## src/rtl/ptw_mem_responder.sv

```systemverilog
// Page-table-walk memory responder: one PTE read at a time over a req/gnt/rvalid port,
// with a one-entry last-PTE buffer, alignment check and a saturating timeout.
module ptw_mem_responder #(
  parameter int unsigned ADDR_WIDTH     = 32,
  parameter int unsigned DATA_WIDTH     = 32,
  parameter int unsigned TIMEOUT_CYCLES = 255
) (
  input  logic                  clk,
  input  logic                  rst,
  input  logic                  ptw_req,
  input  logic [ADDR_WIDTH-1:0] ptw_addr,
  output logic [DATA_WIDTH-1:0] ptw_data,
  output logic                  ptw_ready,
  output logic                  ptw_err,
  output logic                  busy,
  input  logic                  flush,
  output logic                  mem_req,
  output logic [ADDR_WIDTH-1:0] mem_addr,
  input  logic                  mem_gnt,
  input  logic                  mem_rvalid,
  input  logic [DATA_WIDTH-1:0] mem_rdata,
  input  logic                  mem_err
);

  localparam int unsigned CntWidth = $clog2(TIMEOUT_CYCLES + 1);
  localparam logic [CntWidth-1:0] CntMax = CntWidth'(TIMEOUT_CYCLES);

  typedef enum logic [1:0] {StIdle, StReq, StResp, StDone} state_e;

  state_e                state_q, state_d;
  logic [ADDR_WIDTH-1:0] addr_q, addr_d;
  logic [CntWidth-1:0]   cnt_q, cnt_d;
  logic                  flush_seen_q, flush_seen_d;
  logic                  buf_valid_q, buf_valid_d;
  logic [ADDR_WIDTH-1:0] buf_addr_q, buf_addr_d;
  logic [DATA_WIDTH-1:0] buf_data_q, buf_data_d;
  logic [DATA_WIDTH-1:0] data_q, data_d;
  logic                  err_q, err_d;

  logic misaligned;
  logic hit;
  logic timeout;
  logic fill;

  assign misaligned = (ptw_addr[1:0] != 2'b00);
  // A flush in the request cycle must not be answered from the stale buffer.
  assign hit        = buf_valid_q && (buf_addr_q == ptw_addr) && !flush;
  assign timeout    = (cnt_q == CntMax);
  assign fill       = (state_q == StResp) && mem_rvalid && !mem_err && !flush_seen_q && !flush;

  // State register
  always_ff @(posedge clk or posedge rst) begin
    if (rst) begin
      state_q <= StIdle;
    end else begin
      state_q <= state_d;
    end
  end

  // Next-state logic
  always_comb begin
    state_d = state_q;
    unique case (state_q)
      StIdle: begin
        if (ptw_req) begin
          state_d = (misaligned || hit) ? StDone : StReq;
        end
      end
      StReq: begin
        if (timeout) begin
          state_d = StDone;
        end else if (mem_gnt) begin
          state_d = StResp;
        end
      end
      StResp: begin
        // Completion takes priority over a coincident timeout.
        if (mem_rvalid || timeout) begin
          state_d = StDone;
        end
      end
      StDone:  state_d = StIdle;
      default: state_d = StIdle;
    endcase
  end

  // Output logic
  always_comb begin
    ptw_ready = (state_q == StDone);
    ptw_err   = (state_q == StDone) && err_q;
    ptw_data  = data_q;
    busy      = (state_q != StIdle);
    mem_req   = (state_q == StReq);
    mem_addr  = addr_q;
  end

  // Transaction datapath: address, timeout counter, response registers
  always_comb begin
    addr_d       = addr_q;
    cnt_d        = cnt_q;
    flush_seen_d = flush_seen_q;
    data_d       = data_q;
    err_d        = err_q;
    unique case (state_q)
      StIdle: begin
        if (ptw_req) begin
          addr_d       = ptw_addr;
          cnt_d        = '0;
          flush_seen_d = 1'b0;
          if (misaligned) begin
            data_d = '0;
            err_d  = 1'b1;
          end else if (hit) begin
            data_d = buf_data_q;
            err_d  = 1'b0;
          end
        end
      end
      StReq: begin
        cnt_d        = timeout ? cnt_q : cnt_q + CntWidth'(1);
        flush_seen_d = flush_seen_q | flush;
        if (timeout) begin
          data_d = '0;
          err_d  = 1'b1;
        end
      end
      StResp: begin
        cnt_d        = timeout ? cnt_q : cnt_q + CntWidth'(1);
        flush_seen_d = flush_seen_q | flush;
        if (mem_rvalid) begin
          data_d = mem_rdata;
          err_d  = mem_err;
        end else if (timeout) begin
          data_d = '0;
          err_d  = 1'b1;
        end
      end
      default: ;
    endcase
  end

  // Last-PTE buffer; flush clears it in any state
  always_comb begin
    buf_valid_d = flush ? 1'b0 : buf_valid_q;
    buf_addr_d  = buf_addr_q;
    buf_data_d  = buf_data_q;
    if (fill) begin
      buf_valid_d = 1'b1;
      buf_addr_d  = addr_q;
      buf_data_d  = mem_rdata;
    end
  end

  always_ff @(posedge clk or posedge rst) begin
    if (rst) begin
      addr_q       <= '0;
      cnt_q        <= '0;
      flush_seen_q <= 1'b0;
      data_q       <= '0;
      err_q        <= 1'b0;
      buf_valid_q  <= 1'b0;
      buf_addr_q   <= '0;
      buf_data_q   <= '0;
    end else begin
      addr_q       <= addr_d;
      cnt_q        <= cnt_d;
      flush_seen_q <= flush_seen_d;
      data_q       <= data_d;
      err_q        <= err_d;
      buf_valid_q  <= buf_valid_d;
      buf_addr_q   <= buf_addr_d;
      buf_data_q   <= buf_data_d;
    end
  end

endmodule

```

## config.mk

```make
export PLATFORM = sky130hd
export DESIGN_NAME = ptw_mem_responder
export DESIGN_NICKNAME = d
export VERILOG_FILES = /design/src/rtl/ptw_mem_responder.sv
export SDC_FILE = /design/constraint.sdc
export NUM_CORES = 1
export LEC_CHECK = 0
export CORE_UTILIZATION = 50
export CTS_BUF_LIST = sky130_fd_sc_hd__clkbuf_4
export CTS_CLUSTER_SIZE = 25
export DETAILED_ROUTE_END_ITERATION = 10
export GPL_ROUTABILITY_DRIVEN = 0
export PLACE_DENSITY = 0.79
export SYNTH_ARGS = -nofsm -noshare
export SYNTH_HDL_FRONTEND = slang
export SYNTH_SLANG_ARGS = --single-unit
```

## constraint.sdc

```tcl
create_clock -name clk -period 11.25 [get_ports clk]
set_input_delay 2.25 -clock clk [delete_from_list [all_inputs] [get_ports clk]]
set_output_delay 2.25 -clock clk [all_outputs]
set_load 0.005 [all_outputs]
```

==> results of run 1 <==
worst min path at each step:
stage,from,to,slack (ns),cells past startpoint
6_report,buf_data_q[25],buf_data_q[25],0.52,1
5_1_grt,buf_data_q[25],buf_data_q[25],0.53,1
4_1_cts,buf_data_q[20],buf_data_q[20],0.52,1
3_5_place_dp,buf_data_q[20],buf_data_q[20],0.49,1
3_3_place_gp,buf_data_q[20],buf_data_q[20],0.49,1
2_1_floorplan,buf_data_q[31],buf_data_q[31],0.48,1
cells in the final DEF (no fill, tap or decap), drive strengths merged, types with 2 or more instances in the layout:
master,count
bufinv,3
a21oi,3
nor4,5
and2,2
o22ai,34
and3,3
nand2b,11
nor2,12
nand3,11
a211oi,2
clkbuf,21
clkinv,4
nor3,5
clkinvlp,2
nor2b,4
a22oi,32
xnor2,23
o31ai,3
buf,6
nand4,10
o21ai,7
dfrtp,141
inv,10
mux2,96
nand2,40
ha,6
xor2,12
clkdlybuf4s50,138
where the power goes:
group          internal, mW  leakage (nW)  switching [mW]
logic                 0.440          1.49           0.390
registers             0.711          1.80           0.133
clock network         0.159         0.148           0.170
total                  1.31          3.44           0.693
critical path, stage by stage:
cell             delay (ns)
clkdlybuf4s50_1        0.50
and2_1                 0.63
a21o_1                 0.29
nand2_1                0.70
nand2_1                0.34
o22ai_2                0.11
sequential cells by signal, indices dropped and copies added (netlist names):
name          count
cnt_q             8
err_q             1
ptw_data         32
state_q           2
mem_addr         32
buf_data_q       32
buf_valid_q       1
flush_seen_q      1
buf_addr_q       32
cell usage after synthesis (all sizes together):
master and count:
or3 1, ha 6, nand3 11, xnor2 23, and3 3, a22oi 32
inv 10, o22ai 34, nand4 10, or4 1, a311oi 1, a21o 1
a21oi 3, a31oi 1, mux2 96, a211oi 2, a41oi 1, buf 3
xor2 12, nor3 5, nor2 12, clkbuf 25, o221ai 1, o22a 1
o21ai 7, nand2b 11, or2 1, nor4 5, nor2b 4, dfrtp 141
mux2i 1, and2 2, nand2 40, o31ai 3
cell families after synthesis:
logic type | synth area share (%)
flip-flops | 55.9
multiplexers | 17.3
XOR/XNOR | 4.86
AND/OR/NAND/NOR | 8.44
adder cells (fa/ha/maj) | 1.19
buffers and inverters | 2.62
AO/OA/AOI/OAI | 9.73
area by class of cell:
type / instances / area [um2] / share of cell area (%)
Clock buffer: 21 / 158 / 1.94
Clock inverter: 9 / 121 / 1.49
Inverter: 10 / 42.5 / 0.523
Multi-Input combinational cell: 331 / 2640 / 32.5
Sequential cell: 141 / 3530 / 43.4
Tap cell: 168 / 210 / 2.59
Timing Repair Buffer: 144 / 1430 / 17.5
per-stage QoR:
step	hold slack [ns]	utilization [%]	instance area, um2
floorplan	0.480	-	6310
global placement	0.487	64.5	7850
detailed placement	0.494	64.5	7850
CTS	0.521	66.8	8130
global route	0.533	66.8	8130
finish	0.519	66.8	8130
metal layers:
metal / wire length [um] / GRT usage (%)
met1: 6070 / 30.3
met2: 7210 / 39.8
met3: 1090 / 8.05
met4: 274 / 8.74
met5: 0 / 0
==> results.toml, run 1 <==
[run_status]
status = "finished, final reports clean"

[setup_path]
r2r-start = "state_q[1]"
reg2reg_depth = 7
arrival_ns = 4.82
startpoint_type = "input port"
regToRegSetupSlack_ns = 8.21
cp.required_ns = 11.65
worstSetupEndpointType = "register"
path_class = "in -> reg"
endpoint = "ptw_data[7]"
crit_fanout = 32
startpoint = "ptw_req"
reg2reg_to = "ptw_data[7]"

[sta]
clock_skew_ns = 0.0162
slew_headroom_pct = 20.7
worst_pin_slew_ns = 1.19
drv_slew = 0
finalCriticalPeriod_ns = 4.42
hold_violations = 0
fin_ws_ns = 6.83
fin_tns_setup_ns = 0
rsz0062_at_grt = "no"
setup_violations = 0
fin_crit_sh_pct = 39.3
max_freq_mhz = 226

[synthesis]
synthDistinctLibCells = 36
synth_top_area_cell = "dfrtp_1"
synth-seq-cells = 141
netlist_area_um2 = 6310
synth_top_area_share_pct = 55.9
synth.net_count = 587
yosysSeqAreaShare_pct = 55.9
synthesis.instances = 510
yosysWarnings = 0
ys_top_cells_by_area = "dfrtp_1, mux2_2, a22oi_1"
syn_avg_cell_area_um2 = 12.4

[floorplan]
io_pins = 139
die_w_um = 114
coreArea_um2 = 12200
die_y_um = 114
die-area_um2 = 13100
rows = 40
start_util_pct = 51.9

[routing]
via_per_inst = 5.64
wl_per_cell_um = 17.8
totalWireLength_mm = 14.6
drc_errors = 0
ant_nets = 0
detail_route.first_pass.iterations = 5
vias = 4648
drtIter0Drc = 386

[global_routing]
track_usage_pct = 24.4
gr-total-overflow = 0
grt_pass1_vias = 4940
grt_max_degree = 73
antenna_found_initial = 0
grt_pass1_wl_mm = 24.4

[clock_network]
cts_hold_buf = 0
h-tree-depth = 4
postCtsSetupBuffers = 0
clock_sinks = 141
cts_tree = "done"
cts_max_path_buffers = 2
cts.reportedPaths.clkPinSlew_ns = 0.11
insertion_delay_ns = 0.53
post_cts_resized = 0
cts_buffers = 17
cts_root_buf = "clkbuf_4"

[pwr]
p_leak_nw = 3.44
power.density_nw_per_um2 = 246
finalPower_mw = 2.00
vdd_drop_max_v = 0.000167

[layout]
nNetsFinal = 722
fillers = 918
layout-drive-gt1-share_pct = 21.3
antenna-diode-count = 0
fin_cells = 824
syn_to_final_growth_pct = 28.8

[job]
cap_violations = 0

[place]
hpwl_mm = 9.91
numPortBuffers = 138
pre_cts_ws_ns = 6.33
placed_cells = 794

[worst_hold_path]
hold_path_class = "reg -> reg"
No activity file was read; power rests on OpenSTA's default activity.
==> inputs of run 2 (changes only) <==
--- a/config.mk
+++ b/config.mk
@@ -5,12 +5,12 @@
 export SDC_FILE = /design/constraint.sdc
 export NUM_CORES = 1
 export LEC_CHECK = 0
-export CORE_UTILIZATION = 50
+export CORE_UTILIZATION = 47
 export CTS_BUF_LIST = sky130_fd_sc_hd__clkbuf_4
 export CTS_CLUSTER_SIZE = 25
 export DETAILED_ROUTE_END_ITERATION = 10
 export GPL_ROUTABILITY_DRIVEN = 0
-export PLACE_DENSITY = 0.79
+export PLACE_DENSITY = 0.78
 export SYNTH_ARGS = -nofsm -noshare
 export SYNTH_HDL_FRONTEND = slang
 export SYNTH_SLANG_ARGS = --single-unit
==> constraint.sdc (replaced) <==
create_clock -name clk -period 3.59 [get_ports clk]
set_input_delay 0.718 -clock clk [delete_from_list [all_inputs] [get_ports clk]]
set_output_delay 0.718 -clock clk [all_outputs]
set_load 0.005 [all_outputs]
==> results.toml, run 2 (same netlist as run 1, synthesis figures left out) <==
[sta]
fin_crit_sh_pct = 73.4
max_freq_mhz = 379
slew_headroom_pct = 58.5
rsz0062_at_grt = "no"
clock_skew_ns = 0.0129
hold_violations = 0
setup_violations = 0
worst_pin_slew_ns = 0.617
drv_slew = 0
finalCriticalPeriod_ns = 2.64
fin_tns_setup_ns = 0

[floorplan]
start_util_pct = 49.0
die-area_um2 = 13900
die_w_um = 118
io_pins = 139
coreArea_um2 = 12900
die_y_um = 118
rows = 41

[clock_network]
cts_buffers = 17
insertion_delay_ns = 0.56
postCtsSetupBuffers = 0
cts_hold_buf = 0
cts_max_path_buffers = 2
h-tree-depth = 4
cts_tree = "done"
clock_sinks = 141
cts_root_buf = "clkbuf_4"
post_cts_resized = 0
cts.reportedPaths.clkPinSlew_ns = 0.11

[layout]
antenna-diode-count = 0
fillers = 975
layout-drive-gt1-share_pct = 22.1
design_area_um2 = 8200
syn_to_final_growth_pct = 29.9
nNetsFinal = 727
finish.utilization_pct = 63.7
mostFrequentLayoutCell = "dfrtp_1"
final_cell_mix = "dfrtp_1, clkdlybuf4s50_1, mux2_2, nand2_1, a22oi_1"

[setup_path]
cp.required_ns = 2.87
reg2reg_to = "ptw_data[1]"
path_class = "reg -> out"
r2r-start = "buf_addr_q[2]"
regToRegSetupSlack_ns = 1.24
reg2reg_depth = 6
arrival_ns = 1.92
worstSetupEndpointType = "output port"
startpoint_type = "register"
startpoint = "state_q[0]"
crit_fanout = 5
endpoint = "busy"

[routing]
totalWireLength_mm = 14.9
drtIter0Drc = 361
wl_per_cell_um = 17.9
via_per_inst = 5.61
detail_route.first_pass.iterations = 4
vias = 4678
drc_errors = 0
ant_nets = 0

[global_routing]
grt_pass1_vias = 5062
grt_pass1_wl_mm = 25.3
grt_max_degree = 89
gr-total-overflow = 0
antenna_found_initial = 0
track_usage_pct = 23.2

[worst_hold_path]
hold_path_class = "in -> async"

[place]
placed_area_um2 = 7920
hpwl_mm = 10.3
numPortBuffers = 138

[run_status]
status = "finished, final reports clean"

[pwr]
p_leak_nw = 3.48
vdd_drop_max_v = 0.000555
power.density_nw_per_um2 = 770

[job]
cap_violations = 0
[run 2: changes by cell type in the layout (fill, tap and decap cells not counted), sizes merged]
cell	before	now
inv	10	11
clkinv	4	6
buf	6	11
clkbuf	21	19
[run 2: worst min-delay path by stage]
stage,start,to,slack (ns),depth (start not counted)
finish,rst,buf_data_q[2],0.43,2
global route,rst,ptw_data[6],0.40,2
CTS,rst,ptw_data[6],0.41,2
detailed placement,buf_data_q[20],buf_data_q[20],0.49,1
global placement,buf_data_q[3],buf_data_q[3],0.49,1
floorplan,buf_data_q[31],buf_data_q[31],0.48,1
[run 2: final cells by class]
type | instances | area, um2 | share of cell area [%]
well taps | 172 | 215 | 2.62
repair buffers | 149 | 1490 | 18.1
inverters | 10 | 41.3 | 0.503
multi-input cells | 331 | 2640 | 32.2
clock inverters | 12 | 145 | 1.77
flip-flops and latches | 141 | 3530 | 43.0
clock buffers | 19 | 143 | 1.74
[run 2: critical path: stages (launching register included)]
cell and delay (ns):
dfrtp_1 0.44, inv_1 0.10, ha_1 0.27, inv_1 0.07
clkdlybuf4s50_1 0.49
[run 2: per-layer routing]
metal  wire, um  vias up  part of all wire (%)  track usage [%]
li1           -     2131                     -                -
met1       6090     2371                    41             28.0
met2       7430      155                    50             38.5
met3       1150       21                   7.7             8.09
met4        225        0                   1.5             7.69
met5          0        -                     0                0
[run 2: per-stage QoR]
step	setup WS [ns]	total power [mW]	hold slack (ns)	std cells
2_1_floorplan	1.11	4.16	0.480	510
3_3_place_gp	0.522	5.18	0.487	803
3_5_place_dp	0.480	5.30	0.494	803
4_1_cts	0.918	6.36	0.408	834
5_1_grt	0.830	6.74	0.403	834
6_report	0.954	6.31	0.433	834
[run 2: power breakdown]
group          leakage [nW]  internal (mW)  switching, mW  total, mW
Sequential             1.80           2.23          0.423       2.65
Clock                 0.156          0.490          0.554       1.04
Combinational          1.52           1.40           1.22       2.62
==> inputs of run 3 (changes only) <==
--- a/config.mk
+++ b/config.mk
@@ -5,12 +5,12 @@
 export SDC_FILE = /design/constraint.sdc
 export NUM_CORES = 1
 export LEC_CHECK = 0
-export CORE_UTILIZATION = 47
+export CORE_UTILIZATION = 50
 export CTS_BUF_LIST = sky130_fd_sc_hd__clkbuf_4
 export CTS_CLUSTER_SIZE = 25
 export DETAILED_ROUTE_END_ITERATION = 10
 export GPL_ROUTABILITY_DRIVEN = 0
-export PLACE_DENSITY = 0.78
+export PLACE_DENSITY = 0.79
 export SYNTH_ARGS = -nofsm -noshare
 export SYNTH_HDL_FRONTEND = slang
 export SYNTH_SLANG_ARGS = --single-unit
==> constraint.sdc (replaced) <==
create_clock -name clk -period 2.6 [get_ports clk]
set_input_delay 0.52 -clock clk [delete_from_list [all_inputs] [get_ports clk]]
set_output_delay 0.52 -clock clk [all_outputs]
set_load 0.005 [all_outputs]
==> results.toml, run 3 (same netlist as run 1, synthesis figures left out) <==
[clock_network]
cts_root_buf = "clkbuf_4"
cts_max_path_buffers = 2
cts_hold_buf = 0
cts_tree = "done"
post_cts_resized = 0
h-tree-depth = 4
clock_sinks = 141
cts.reportedPaths.clkPinSlew_ns = 0.11
insertion_delay_ns = 0.55
cts_buffers = 17

[layout]
multi_input_area_um2 = 2640
layout-drive-gt1-share_pct = 23.6
antenna-diode-count = 0
final_cell_mix = "dfrtp_1, clkdlybuf4s50_1, mux2_2, nand2_1, a22oi_1"
seqCellArea_um2 = 3530
design_area_um2 = 8320
nNetsFinal = 737
syn_to_final_growth_pct = 31.8
mostFrequentLayoutCell = "dfrtp_1"
fillers = 926

[place]
hpwl_mm = 9.98
placed_area_um2 = 8000
pre_cts_ws_ns = -0.167
numPortBuffers = 138

[setup_path]
crit_fanout = 5
arrival_ns = 1.94
cp_num_buf_inv = 3
cpLargestDelayFamily = "buffers and inverters"
worstSetupEndpointType = "output port"
path_common_cell = "inv_1"
startpoint_type = "register"
cp_cell_sequence = "inv_1, ha_1, inv_1, clkdlybuf4s50_1"
max_stage_delay_ns = 0.51
cp_slowest_cell = "clkdlybuf4s50_1"
cp.required_ns = 2.08
path_class = "reg -> out"

[sta]
setup_violations = 0
fin_crit_sh_pct = 94.6
max_freq_mhz = 407
worst_pin_slew_ns = 0.774
fin_ws_ns = 0.141
drv_slew = 0
clock_skew_ns = 0.0246
holdWs_ns = 0.489
fin_tns_setup_ns = 0
finalCriticalPeriod_ns = 2.46
hold_violations = 0
slew_headroom_pct = 48.4
rsz0062_at_grt = "no"

[job]
cap_violations = 0

[routing]
totalWireLength_mm = 15.0
via_per_inst = 5.56
wl_per_cell_um = 17.8
drc_errors = 0
detail_route.first_pass.iterations = 5
vias = 4676
drtIter0Drc = 408
ant_nets = 0

[global_routing]
antenna_found_initial = 0
grtUsageMet1_pct = 29.2
use_met3_pct = 9.37
grt_pass1_vias = 4986
grt_max_degree = 142
use_met2_pct = 41.5
track_usage_pct = 24.6
busiest_layer = "met2"
grt_pass1_wl_mm = 24.6
gr-total-overflow = 0

[run_status]
status = "finished, final reports clean"

[floorplan]
die_w_um = 114
start_util_pct = 51.9
coreArea_um2 = 12200
die_y_um = 114
io_pins = 139
die-area_um2 = 13100
rows = 40

[pwr]
p_leak_nw = 3.53
power.density_nw_per_um2 = 1080
vdd_drop_max_v = 0.000710
finalPower_mw = 8.99

[worst_hold_path]
hold_path_class = "in -> async"
[run 3: cell count changes in the layout (fill, tap and decap cells not counted)]
cell / delta
buf_12: +2
buf_4: +8
clkbuf_4: -2
clkinv_1: -2
clkinv_2: -1
clkinv_4: +2
clkinvlp_4: +2
inv_6: +1
inv_8: +1
[run 3: final timing paths]
path | start | end | slack [ns] | cells after the start
min reg2reg | buf_data_q[31] | buf_data_q[31] | 0.52 | 1
min | rst | buf_data_q[2] | 0.49 | 3
min in group clk | buf_data_q[31] | buf_data_q[31] | 0.52 | 1
max in group asynchronous | rst | buf_valid_q | 1.50 | 3
max | state_q[1] | busy | 0.14 | 4
max reg2reg | buf_addr_q[18] | ptw_data[25] | 0.41 | 8
[run 3: worst register-to-register path, delay by kind of cell, from the launching register on]
family / cells / cell delay (ns)
compound gates: 2 / 0.41
xor+xnor: 1 / 0.20
simple gates: 2 / 0.51
flops: 1 / 0.43
buf+inv: 3 / 0.56
[run 3: power breakdown]
group / total, mW / internal [mW] / leakage (nW) / switching (mW)
registers: 3.65 / 3.07 / 1.80 / 0.574
clock network: 1.53 / 0.679 / 0.159 / 0.851
logic: 3.81 / 2.09 / 1.58 / 1.71
[run 3: area by class of cell]
type                    count  area share, %
flip-flops and latches    141           42.4
multi-input cells         331           31.7
repair buffers            159           19.1
well taps                 168           2.53
clock inverters            15           2.22
clock buffers              17           1.53
inverters                  10          0.496
[run 3: per-stage QoR]
| step | utilization (%) | instances |
|---|---|---|
| global placement | 65.8 | 807 |
| detailed placement | 65.8 | 807 |
| floorplan | - | 510 |
| CTS | 68.3 | 839 |
| finish | 68.4 | 841 |
| global route | 68.4 | 841 |
[run 3: repair_timing]
item | CTS | global route
endpoints found under the setup margin | 0 | 1
setup buffers | 0 | 2
endpoints found under the hold margin | 0 | 0
[run 3: per-layer routing]
metal	share of wire, %	up-vias
li1	-	2151
met3	7.8	16
met4	1.2	0
met5	0	-
met2	51	152
met1	40	2357
